`config.mk`:
```
export PLATFORM = sky130hd
export DESIGN_NAME = mul_tc_sched
export DESIGN_NICKNAME = d
export VERILOG_FILES = /design/src/rtl/mul_tc_sched.sv
export SDC_FILE = /design/constraint.sdc
export NUM_CORES = 1
export LEC_CHECK = 0
export CORE_AREA = 2 2 134 136
export DETAILED_ROUTE_END_ITERATION = 10
export DIE_AREA = 0 0 136 138
export DONT_BUFFER_PORTS = 1
export PLACE_DENSITY_LB_ADDON = 0.2
export SKIP_LAST_GASP = 1
export SLEW_MARGIN = 15
export SYNTH_ARGS = -nofsm -noshare
export SYNTH_HDL_FRONTEND = slang
export SYNTH_HIERARCHICAL = 1
export SYNTH_SLANG_ARGS = --single-unit
```
`constraint.sdc`:
```
create_clock -name clk -period 3.3 [get_ports clk]
set_input_delay 0.66 -clock clk [delete_from_list [all_inputs] [get_ports clk]]
set_output_delay 0.66 -clock clk [all_outputs]
set_load 0.05 [all_outputs]
```
`src/rtl/mul_tc_sched.sv`:
```
// Issue scheduler sharing one pipelined 16x16 signed multiplier among N requesters.
// Define MUL_TC_SCHED_RR_EN for round-robin arbitration; otherwise requester 0 has fixed top priority.

module mul_tc_sched_lane (
  input  logic        clk,
  input  logic        rst_n,
  input  logic        grant,
  input  logic        ret_hit,
  input  logic [31:0] mul_p,
  input  logic        rsp_ready,
  output logic        busy,
  output logic        rsp_valid,
  output logic [31:0] rsp_p
);
  logic rsp_hs;
  assign rsp_hs = rsp_valid & rsp_ready;

  // grant and rsp_hs are mutually exclusive: a pending result implies busy, and busy blocks grant
  always_ff @(posedge clk) begin
    if (!rst_n) begin
      busy      <= 1'b0;
      rsp_valid <= 1'b0;
      rsp_p     <= '0;
    end else begin
      if (grant)       busy <= 1'b1;
      else if (rsp_hs) busy <= 1'b0;
      if (ret_hit) begin
        rsp_valid <= 1'b1;
        rsp_p     <= mul_p;
      end else if (rsp_hs) begin
        rsp_valid <= 1'b0;
      end
    end
  end
endmodule

module mul_tc_sched #(
  parameter int N   = 4,
  parameter int LAT = 2
) (
  input  logic            clk,
  input  logic            rst_n,
  input  logic [N-1:0]    req_valid,
  output logic [N-1:0]    req_ready,
  input  logic [16*N-1:0] req_a,
  input  logic [16*N-1:0] req_b,
  output logic [15:0]     mul_a,
  output logic [15:0]     mul_b,
  output logic            mul_in_vld,
  input  logic [31:0]     mul_p,
  output logic [N-1:0]    rsp_valid,
  input  logic [N-1:0]    rsp_ready,
  output logic [32*N-1:0] rsp_p,
  output logic [N-1:0]    busy
);
  localparam int IW = (N > 1) ? $clog2(N) : 1;

  logic [N-1:0]          elig, grant, ret_hit;
  logic                  gnt_vld;
  logic [IW-1:0]         gnt_idx;
  logic [N-1:0][15:0]    a_arr, b_arr;
  logic [LAT:0]          vld_pipe;
  logic [LAT:0][IW-1:0]  id_pipe;

  assign a_arr = req_a;
  assign b_arr = req_b;
  assign elig  = req_valid & ~busy;

`ifdef MUL_TC_SCHED_RR_EN
  logic [IW-1:0] rr_ptr, rr_idx;

  always_comb begin
    gnt_vld = 1'b0;
    gnt_idx = '0;
    rr_idx  = '0;
    for (int k = 0; k < N; k++) begin
      rr_idx = IW'((int'(rr_ptr) + k) % N);
      if (!gnt_vld && elig[rr_idx]) begin
        gnt_vld = 1'b1;
        gnt_idx = rr_idx;
      end
    end
  end

  always_ff @(posedge clk) begin
    if (!rst_n)       rr_ptr <= '0;
    else if (gnt_vld) rr_ptr <= (int'(gnt_idx) == N-1) ? '0 : gnt_idx + 1'b1;
  end
`else
  always_comb begin
    gnt_vld = 1'b0;
    gnt_idx = '0;
    for (int k = N-1; k >= 0; k--) begin
      if (elig[IW'(k)]) begin
        gnt_vld = 1'b1;
        gnt_idx = IW'(k);
      end
    end
  end
`endif

  assign grant     = gnt_vld ? (N'(1) << gnt_idx) : '0;
  assign req_ready = grant;

  // Stage 0 of the tag pipe is the issue register itself; stage LAT lines up with mul_p
  always_ff @(posedge clk) begin
    if (!rst_n) begin
      mul_a    <= '0;
      mul_b    <= '0;
      vld_pipe <= '0;
      id_pipe  <= '0;
    end else begin
      if (gnt_vld) begin
        mul_a <= a_arr[gnt_idx];
        mul_b <= b_arr[gnt_idx];
      end
      vld_pipe <= {vld_pipe[LAT-1:0], gnt_vld};
      id_pipe  <= {id_pipe[LAT-1:0], gnt_idx};
    end
  end

  assign mul_in_vld = vld_pipe[0];

  for (genvar i = 0; i < N; i++) begin : g_lane
    assign ret_hit[i] = vld_pipe[LAT] && (id_pipe[LAT] == IW'(i));

    mul_tc_sched_lane u_lane (
      .clk       (clk),
      .rst_n     (rst_n),
      .grant     (grant[i]),
      .ret_hit   (ret_hit[i]),
      .mul_p     (mul_p),
      .rsp_ready (rsp_ready[i]),
      .busy      (busy[i]),
      .rsp_valid (rsp_valid[i]),
      .rsp_p     (rsp_p[32*i +: 32])
    );
  end
endmodule

```
Word-level counts from Yosys, hierarchy flattened
Cells that the tools add are included.

Bits in registers: 177. Bits of input ports: 170. Output and inout port bits: 173. Word-level logic and storage cells: 63.

Magnitude comparators: 1. Equality and inequality tests: 3. Shift-type cells: 1. Multiplexer cells: 21. Bitwise logic cells: 6. Reductions and logical operators: 13.

Operators with widths (number): $bmux W16 S2 (2); $mux W16 (2); $reduce_bool A2 Y1 (8); $mux W1 (14); $and A1 B1 Y1 (4); $eq A2 B2 Y1 const B (2); $logic_and A1 B1 Y1 (4); $mux W2 (2); $mux W4 (1); $shl A1 B2 Y4 const A (1); $lt A2 B3 Y1 const B (1); $and A2 B2 Y2 (1); $eq A2 B1 Y1 const B (1); $logic_not A2 Y1 (1); $not A2 Y2 (1).

Longest topological paths before layout
Word-level depth: 7. Depth in mapped cells: 5. Mapped depth without buffers: 4.

Modules after synthesis
The synthesis kept the hierarchy.

Modules (own cells, without submodules): mul_tc_sched_lane (instances 4, cells each 110, area an instance 1312.5 µm², seq. area each 680.7 µm²); mul_tc_sched (instances 1, cells each 157, area an instance 1536.5 µm², seq. area each 760.7 µm²).

Worst setup path before layout
No wires, ideal clock.

Path type: register to output. Start: reg g_lane[0].u_lane.busy. End: out req_ready[0]. Data arrival time: 1233 ps. Data required time: 2640 ps. Path slack: 1407 ps. Stages on the path, launching flop included: 4. Path buffers: 1. Cells stage by stage: dfxtp_1 -> nand2b_4 -> inv_6 -> buf_12.

Cells in the longest elaborated chain, start to end: 5. Elaborated cells between the ends (all ways): 6.

Ends and longest elaborated chain: start: declaration (line 11) `output logic busy,`; start signal: assignment (line 21) `busy <= 1'b0;`; start signal: assignment (line 25) `if (grant) busy <= 1'b1;`; start signal: assignment (line 26) `else if (rsp_hs) busy <= 1'b0;`; $not A2 Y2 (*) (line 67) `assign elig = req_valid & ~busy;`; $and A2 B2 Y2 (*) (line 67); $mux W2 (line 94) `if (elig[IW'(k)]) begin`; $shl A1 B2 Y4 (line 102) `assign grant = gnt_vld ? (N'(1) << gnt_idx) : '0;`; $mux W4 (*) (line 102); end: declaration (line 44) `output logic [N-1:0] req_ready,`.

Mark *: on every way between the ends. The rest lies on a longest branch, timed or not.

Worst setup path in the final report
Same ends and word-level chain as after synthesis.

==> flow_summary.ini <==
[finish]
n_fill_cell = 1724
nets = 754
antenna_cells = 0
layout_commonest_cell = dfxtp_1
postLayoutCoreUtil = 0.4140
final_layout_size_suffix_gt1_frac = 0.06198
syn_to_final_growth_pct = 6.969
layout_common_cells = dfxtp_1, mux2i_1, nor2b_1, nand2_1, clkbuf_16

[timing]
setup_viol = 0
finalHoldViolCount = 0
rsz0062_at_grt = no
finalSetupTns_ps = 0
finalCritPeriodShare = 0.7100
fin_skew_ps = 8.786
worst_pin_slew_ps = 843.1
fin_crit_ps = 2343
drv_slew = 0
fmax_ghz = 0.4268
relSlewSlack = 0.4368

[synthesis]
muxShareOfSynthArea = 0.2360
postSynthCellCount = 597
ys_seq_area_frac = 0.5133
ys_ff_latch = 174
synth.avg_cell_area_um2 = 11.37
syn_area_um2 = 6787
ys_warn_count = 6
synth.top_cell.area_share = 0.5133
synth_compound_area_frac = 0.01106
synth_area_leaders = dfxtp_1, mux2i_1, nor2b_1, buf_12, nand2_1
yosysTopAreaCell = dfxtp_1
synth_adder_area_share = 0
yosys.area_share.simple = 0.1656
synth_top_family_by_area = multiplexers
synth_xor_area_frac = 0
ys_types = 18

[grt]
grt_overflow_total = 0
grt_pass1_vias = 3986
grt_start_max_net_pins = 207
antenna_found_initial = 0
grtUsageTotal = 0.1535
grt_pass1_wl_um = 22540

[clock_network]
cts_root_buf = clkbuf_16
cts_resized = 0
clk_latency_ps = 420
hold_buffers = 0
cts.clk_slew.worst_paths_ps = 60
cts_max_level = 4
post_cts_buffers = 0
cts_tree = done
numCtsBuffers = 17
clk_path_buf_depth = 2
clock_sinks = 174

[floorplan]
core.rowCount = 49
dieArea_um2 = 18770
coreArea_um2 = 17530
die_h_um = 138
start_util = 0.3870
die_x_um = 136
io_pins = 343

[critical_path]
reg2reg_depth = 4
crit_arrival_ps = 1680
crit_path_end_kind = primary output
worstPathMaxFanout = 35
required_ps = 2640
path_class = register to primary output
cp-start-kind = register

[place]
place.gp.congestion = 0.7860
dpl.hpwl_um = 9709
numPortBuffers = 0

[route]
drc = 0
wl_met3_um = 1428
avgViaCountPerCell = 4.742
dr_wl_met2_um = 6941
first_iter_violations = 147
drt_wl_total_um = 14610
routed.top_layer = met4
ant_nets = 0
vias = 3917
dr.pass1.iters = 4
wl_met1_um = 6011
post_drt_wl_per_cell_um = 17.69

[hold_path]
holdPathStages = 0
hold_class = input port to register

[power_and_ir_drop]
p_per_area_nw_per_um2 = 672.8
total_leakage_power_nw = 2.808
irDropWorstVdd_uv = 327.6

[status]
status = finished clean

[job]
cap_violations = 0
## synth_stat cells
library cell	number
dfxtp_1	174
mux2i_1	160
nor2b_1	133
nand2_1	64
buf_12	16
clkbuf_1	12
and2_1	6
a31oi_1	4
buf_2	4
buf_4	4
buf_6	4
inv_1	4
o21a_1	4
o21ai_0	4
buf_8	1
conb_1	1
inv_6	1
nand2b_4	1
## sequential cells by signal, indices dropped and copies added (netlist names)
register / count
vld_pipe: 3
mul_a: 16
mul_b: 16
g_lane.u_lane/rsp_valid: 4
g_lane.u_lane/rsp_p: 128
id_pipe: 3
g_lane.u_lane/busy: 4
## path summary, 6_finish.rpt
| path | end | slack [ps] | startpoint |
|---|---|---|---|
| worst min register to register | id_pipe[4] | 430 | id_pipe[2] |
| worst max register to register | g_lane[1].u_lane/rsp_p[2] | 1580 | id_pipe[4] |
| worst max-delay path | req_ready[0] | 960 | g_lane[0].u_lane/busy |
| worst min-delay path | vld_pipe[0] | 310 | rst_n |
## per-stage QoR
step | cell area (um^2) | instances | setup WS, ps | hold slack (ps) | total power [W]
2_1_floorplan | 6813 | 604 | 1407 | 411.9 | 0.002931
3_3_place_gp | 6660 | 794 | 1405 | 416.8 | 0.002906
3_5_place_dp | 6660 | 794 | 1379 | 419.1 | 0.002918
4_1_cts | 7259 | 826 | 909.6 | 257.5 | 0.004958
5_1_grt | 7259 | 826 | 877.2 | 270.3 | 0.005103
6_report | 7259 | 826 | 957.0 | 305.6 | 0.004884
## final cells by class
type,count,area (um^2),area share
inverter,5,23.77,0.003275
timing repair buffer,2,27.53,0.003792
multi-input combinational,384,2839,0.3911
sequential,174,3483,0.4798
clock inverter,11,128.9,0.01775
tap,229,286.5,0.03947
clock buffer,21,470.5,0.06481
## where the power goes
group          switching (W)  internal [W]  total (W)
Sequential          0.000417       0.00220    0.00262
Combinational       0.000121      0.000130   0.000250
Clock               0.000827       0.00119    0.00201
Total                0.00136       0.00352    0.00488
## metal layers
layer / up-vias / GRT usage
met4: 0 / 0.04989
met3: 19 / 0.06821
li1: 1924 / -
met1: 1818 / 0.1830
met5: - / 0
met2: 156 / 0.2465
## cells by family after synthesis
kind of cell | count (synthesis)
muxes | 160
other | 1
buffers and inverters | 46
and+or+nand+nor | 204
DFF | 174
AOI/OAI and AO/OA | 12
## worst max-delay path, cell delays in order (launching register included)
cell	delay (ps)
dfxtp_1	670
nand2b_4	380
inv_6	220
No activity file was read; power rests on OpenSTA's default activity.
